File: src/rtl/ntt_pair_addr_gen.sv
// Radix-2 NTT butterfly address sequencer: one (addr_a, addr_b, twiddle, stage) per handshake,
// forward (span halving) or inverse (span doubling), with back-pressure and optional inter-stage drain gap.
module ntt_pair_addr_gen #(
  parameter int LOG_N     = 8,
  parameter int STAGE_GAP = 0
) (
  input  logic                      clk,
  input  logic                      rst,
  input  logic                      start,
  input  logic                      inverse,
  input  logic                      out_ready,
  output logic                      out_valid,
  output logic [LOG_N-1:0]          addr_a,
  output logic [LOG_N-1:0]          addr_b,
  output logic [LOG_N-2:0]          tw_addr,
  output logic [$clog2(LOG_N)-1:0]  stage,
  output logic                      last_in_stage,
  output logic                      busy,
  output logic                      done
);

  localparam int KW  = LOG_N - 1;
  localparam int SW  = $clog2(LOG_N);
  localparam int SHW = SW + 1;
  localparam logic [KW-1:0] LAST_K   = '1;
  localparam logic [SW-1:0] LAST_S   = SW'(LOG_N - 1);
  localparam logic [3:0]    GAP_LOAD = (STAGE_GAP > 0) ? 4'(STAGE_GAP - 1) : 4'd0;

  typedef enum logic [1:0] {IDLE, RUN, GAP, FIN} state_t;

  state_t          state, stateNext;
  logic [KW-1:0]   k, kNext;
  logic [SW-1:0]   s, sNext;
  logic            inv, invNext;
  logic [3:0]      gapCnt, gapNext;
  logic            accept;

  logic [SHW-1:0]   shN, twShN;
  logic [LOG_N-1:0] halfN, jN, aN;
  logic [KW-1:0]    twN;
  logic             validN;

  assign accept = out_valid & out_ready;

  // Outputs are registered from the next-state counters so they are stable for the whole cycle.
  always_ff @(posedge clk) begin
    if (!rst) begin
      state         <= IDLE;
      k             <= '0;
      s             <= '0;
      inv           <= 1'b0;
      gapCnt        <= '0;
      out_valid     <= 1'b0;
      addr_a        <= '0;
      addr_b        <= '0;
      tw_addr       <= '0;
      stage         <= '0;
      last_in_stage <= 1'b0;
      busy          <= 1'b0;
      done          <= 1'b0;
    end else begin
      state         <= stateNext;
      k             <= kNext;
      s             <= sNext;
      inv           <= invNext;
      gapCnt        <= gapNext;
      out_valid     <= validN;
      addr_a        <= validN ? aN : '0;
      addr_b        <= validN ? (aN | halfN) : '0;
      tw_addr       <= validN ? twN : '0;
      stage         <= validN ? sNext : '0;
      last_in_stage <= validN && (kNext == LAST_K);
      busy          <= (stateNext != IDLE);
      done          <= (stateNext == FIN);
    end
  end

  always_comb begin
    stateNext = state;
    kNext     = k;
    sNext     = s;
    invNext   = inv;
    gapNext   = gapCnt;
    unique case (state)
      IDLE: begin
        if (start) begin
          stateNext = RUN;
          kNext     = '0;
          sNext     = '0;
          invNext   = inverse;
        end
      end
      RUN: begin
        if (accept) begin
          if (k == LAST_K) begin
            kNext = '0;
            if (s == LAST_S) begin
              stateNext = FIN;
            end else begin
              sNext = s + 1'b1;
              if (STAGE_GAP > 0) begin
                stateNext = GAP;
                gapNext   = GAP_LOAD;
              end
            end
          end else begin
            kNext = k + 1'b1;
          end
        end
      end
      GAP: begin
        if (gapCnt == '0) stateNext = RUN;
        else              gapNext   = gapCnt - 1'b1;
      end
      FIN:     stateNext = IDLE;
      default: stateNext = IDLE;
    endcase
  end

  // Butterfly k of a stage: group index above bit sh, offset j below; twiddle stride scales with span.
  always_comb begin
    shN    = invNext ? SHW'(sNext) : (SHW'(LAST_S) - SHW'(sNext));
    twShN  = SHW'(LAST_S) - shN;
    halfN  = LOG_N'(1) << shN;
    jN     = LOG_N'(kNext) & (halfN - 1'b1);
    aN     = ((LOG_N'(kNext) >> shN) << (shN + 1'b1)) | jN;
    twN    = KW'(jN << twShN);
    validN = (stateNext == RUN);
  end

endmodule

File: config.mk
export PLATFORM = sky130hd
export DESIGN_NAME = ntt_pair_addr_gen
export DESIGN_NICKNAME = d
export VERILOG_FILES = /design/src/rtl/ntt_pair_addr_gen.sv
export SDC_FILE = /design/constraint.sdc
export NUM_CORES = 1
export LEC_CHECK = 0
export ABC_CLOCK_PERIOD_IN_PS = 3800
export CORE_UTILIZATION = 35
export CTS_BUF_LIST = sky130_fd_sc_hd__clkbuf_4
export DETAILED_ROUTE_END_ITERATION = 10
export SYNTH_ARGS = -nofsm -noshare
export SYNTH_HDL_FRONTEND = slang
export SYNTH_SLANG_ARGS = --single-unit
File: constraint.sdc
create_clock -name clk -period 3.8 [get_ports clk]
set_input_delay 0.76 -clock clk [delete_from_list [all_inputs] [get_ports clk]]
set_output_delay 0.76 -clock clk [all_outputs]
set_load 0.005 [all_outputs]
==> impl_metrics.csv <==
group,metric,value,unit
detailed_routing,drt_first_pass_iters,5,
setup_path,cp-endpoint,"addr_b[5]",
setup_path,critPathMaxStageDelay,0.49,ns
hold_path,worstHoldPathType,"reg2reg",
hold_path,hold_depth,2,
setup_path,r2r.worst_path.cells,14,
setup_path,timing.critical_path.to_type,"register",
logic_synthesis,mappedNetlistNets,369,
power_and_ir_drop,pwr-share-clk,0.236,
run,max_cap_check_violation_count,0,
power_and_ir_drop,power.switching,318,uW
setup_path,data_required_critical_path,4.08,ns
detailed_routing,drt_iter0_drc,247,
finish,diodes,0,
logic_synthesis,synth.yosys.seq_area_share,0.326,
logic_synthesis,synth_seq_cells,47,
logic_synthesis,synth_common_cells,"47 x dfxtp_1, 43 x nor2_1, 42 x nand2_1",
cts,cts_setup_buffers,0,
setup_path,crit_fanout,4,
floorplan,initial_utilization,0.368,
finish,layout-area-overhead-vs-synth,32.5,%
timing,setup_viol,0,
logic_synthesis,synth-main-ff-cell,"dfxtp_1",
setup_path,critical_path_depth,14,
finish,nFillCells,792,
logic_synthesis,synth_area_per_cell,8.13,sq um
logic_synthesis,edff_count_synth,0,
detailed_routing,post-route-drc-count,0,
global_route,groute.usage.overall,0.206,
detailed_routing,drt.antenna.violating_nets,0,
cts,tritoncts_clock_tree,"built",
floorplan,floorplan.die.width,92.8,um
logic_synthesis,synth.most_common_cell,"dfxtp_1",
setup_path,worstReg2RegStart,"k[0]",
placement,portBuffers,34,
setup_path,cp.arrival,3.85,ns
cts,cts_max_path_buffers,2,
cts,worst_setup_hold_path_clk_slew,0.14,ns
setup_path,cp-start-kind,"input port",
cts,number_of_h_tree_levels,2,
timing,grt_setup_unrepaired,"no",
global_route,global_route_wire_length_before_repair,13900,um
placement,detailed_place.area,3740,sq um
global_route,grt_pass1_vias,2778,
timing,timing.final.crit_share,0.940,
cts,clock_root_buffer_master,"clkbuf_4",
timing,timing.final.hold_violations,0,
power_and_ir_drop,internal_power,705,uW
setup_path,timing.reg2reg.setup_slack,0.36,ns
floorplan,rows,32,
setup_path,crit_path_buffers_inverters,4,
detailed_routing,avgRoutedWirePerCell,15.6,um
timing,timing.final.max_slew_violations,0,
finish,final_core_utilization,0.487,
detailed_routing,vias_per_inst,5.51,
logic_synthesis,yosys_warnings,0,
cts,clock_network_latency_to_the_later_pin_of_the_worst_skew_pair,0.37,ns
power_and_ir_drop,worst_ir_drop_vdd,0.000124,V
finish,fin_area,3820,sq um
placement,place_congestion,0.884,
timing,tightestPinTransition,0.545,ns
logic_synthesis,post_synth_main_area_contributors,"dfxtp_1 33%, nor2_1 5.6%, nand2_1 5.5%",
detailed_routing,dr_total_vias,3007,
placement,place.detailed.hpwl,6620,um
timing,post-route-min-period,3.57,ns
logic_synthesis,synthesis.instances,355,
logic_synthesis,synth_top_cell_by_area,"dfxtp_1",
logic_synthesis,ys_types,67,
logic_synthesis,synth_area,2890,sq um
timing,clock_skew,0.00810,ns
setup_path,crit_slowest_cell,"clkdlybuf4s50_1",
floorplan,num_io_pins,35,
timing,maxClockFrequency,280,MHz
floorplan,floorplan.die.height,92.8,um
power_and_ir_drop,share_seq_of_total_power,0.500,
finish,layout-drive-gt1-share,0.212,
outcome,run_status,"completed",
power_and_ir_drop,p_comb_frac,0.264,
power_and_ir_drop,power_per_cell_area,268,nW/um^2
setup_path,setup.worst_path.class,"in2reg",
cts,hold_buffers,0,
cts,sinks_on_the_clock_net,47,
floorplan,core,7850,sq um
finish,num-nets-final,457,
power_and_ir_drop,p_leak,1.51,nW
global_route,maximum_number_of_pins_on_one_net_before_global_route_repair,19,
setup_path,critical_path.top_delay_family,"buffers and inverters",
global_route,antenna_found_initial,0,
setup_path,crit_top_cell,"mux2i_4",
setup_path,critical_path_cell_sequence,"clkdlybuf4s50_1, nand4b_1, a2111oi_4, buf_4, mux2i_4, mux2i_4, inv_4, ha_1, ha_4, inv_1, nand2_1, o221ai_1, and4_4, a31o_1",
timing,slew_headroom,0.637,
power_and_ir_drop,switching_share,0.311,
global_route,global_route.overflow_total,0,
logic_synthesis,synth_top_cell_area_share,0.326,
floorplan,die-area,8610,sq um
setup_path,timing.critical_path.from,"out_ready",
logic_synthesis,synthArstFlopShare,0,
detailed_routing,postRouteWirelength,8510,um
cts,numCtsBuffers,5,
setup_path,worst_r2r_endpoint,"addr_b[5]",
[registers in the layout (all words and copies together), names as in the netlist]
| name | count |
|---|---|
| k | 7 |
| busy | 1 |
| addr_b | 8 |
| addr_a | 8 |
| s | 3 |
| tw_addr | 7 |
| gapCnt | 4 |
| done | 1 |
| stage | 3 |
| inv | 1 |
| out_valid | 1 |
| state | 2 |
| last_in_stage | 1 |
[power groups by stage]
stage	Combinational (mW)	Sequential [mW]	Clock (mW)
2_1_floorplan	0.132	0.524	0
3_3_place_gp	0.261	0.523	0
3_5_place_dp	0.262	0.523	0
4_1_cts	0.263	0.512	0.248
5_1_grt	0.298	0.513	0.270
6_report	0.270	0.512	0.241
[worst min-delay path by stage]
stage              start        end
5_1_grt        gapCnt[3]  gapCnt[3]
3_3_place_gp   gapCnt[1]  gapCnt[1]
6_report       gapCnt[1]  gapCnt[1]
4_1_cts        gapCnt[1]  gapCnt[1]
3_5_place_dp   gapCnt[3]  gapCnt[3]
2_1_floorplan  gapCnt[3]  gapCnt[3]
[cells in the final DEF, fill, tap and decap left out, types with 6 or more instances in the layout]
cell type	Yosys	layout
dfxtp_1	47	47
a21oi_1	22	22
clkdlybuf4s50_1	0	34
nor2_1	43	42
o22ai_1	6	6
and2_1	6	6
inv_1	12	12
o21ai_0	14	14
mux2i_1	10	10
ha_1	9	8
nand2_1	42	42
mux2_2	6	6
nand3_1	13	13
a211oi_1	10	10
nor3_1	11	11
buf_4	1	62
[worst register-to-register path, cell delays in order (launching register included)]
cell and delay (ns):
dfxtp_1 0.42, ha_1 0.26, nand3_4 0.13, a2111oi_4 0.37, buf_4 0.21, mux2i_4 0.29
mux2i_4 0.35, inv_4 0.05, ha_1 0.23, ha_4 0.29, inv_1 0.08, nand2_1 0.15
o221ai_1 0.13, and4_4 0.21, a31o_1 0.17
[repair_timing]
item / in CTS / in global routing
endpoints found under the setup margin: 0 / 9
resized for setup: 0 / 3
hold endpoints to repair: 0 / 0
[routing by layer]
metal | GRT usage | wire (um) | share of wire
met3 | 0.0312 | 536 | 0.063
met1 | 0.286 | 4040 | 0.48
met4 | 0.0667 | 133 | 0.016
met5 | 0 | 0 | 0
met2 | 0.325 | 3790 | 0.45
[layout make-up]
class,count,area [sq um],area share
clock buffers,5,37.5,0.00982
clock inverters,3,20.0,0.00524
inverters,16,62.6,0.0164
multi-input cells,277,1830,0.478
flip-flops and latches,47,941,0.246
well taps,102,128,0.0334
repair buffers,96,806,0.211
[kinds of logic after synthesis]
logic type,share of synthesized area
AO/OA/AOI/OAI,0.237
XOR/XNOR,0.0182
adder cells (fa/ha/maj),0.0390
buffers and inverters,0.0481
flip-flops,0.326
multiplexers,0.0759
AND/OR/NAND/NOR,0.256
[per-stage QoR]
step	setup WS, ns	instances	hold slack [ns]	TNS, ns	power (mW)
global placement	-0.183	538	0.502	-1.60	0.784
finish	0.227	546	0.530	0	1.02
CTS	0.117	546	0.539	0	1.02
detailed placement	-0.256	538	0.502	-3.24	0.785
floorplan	0.0111	355	0.480	0	0.655
global route	0.0549	546	0.554	0	1.08
No activity file was read; power rests on OpenSTA's default activity.
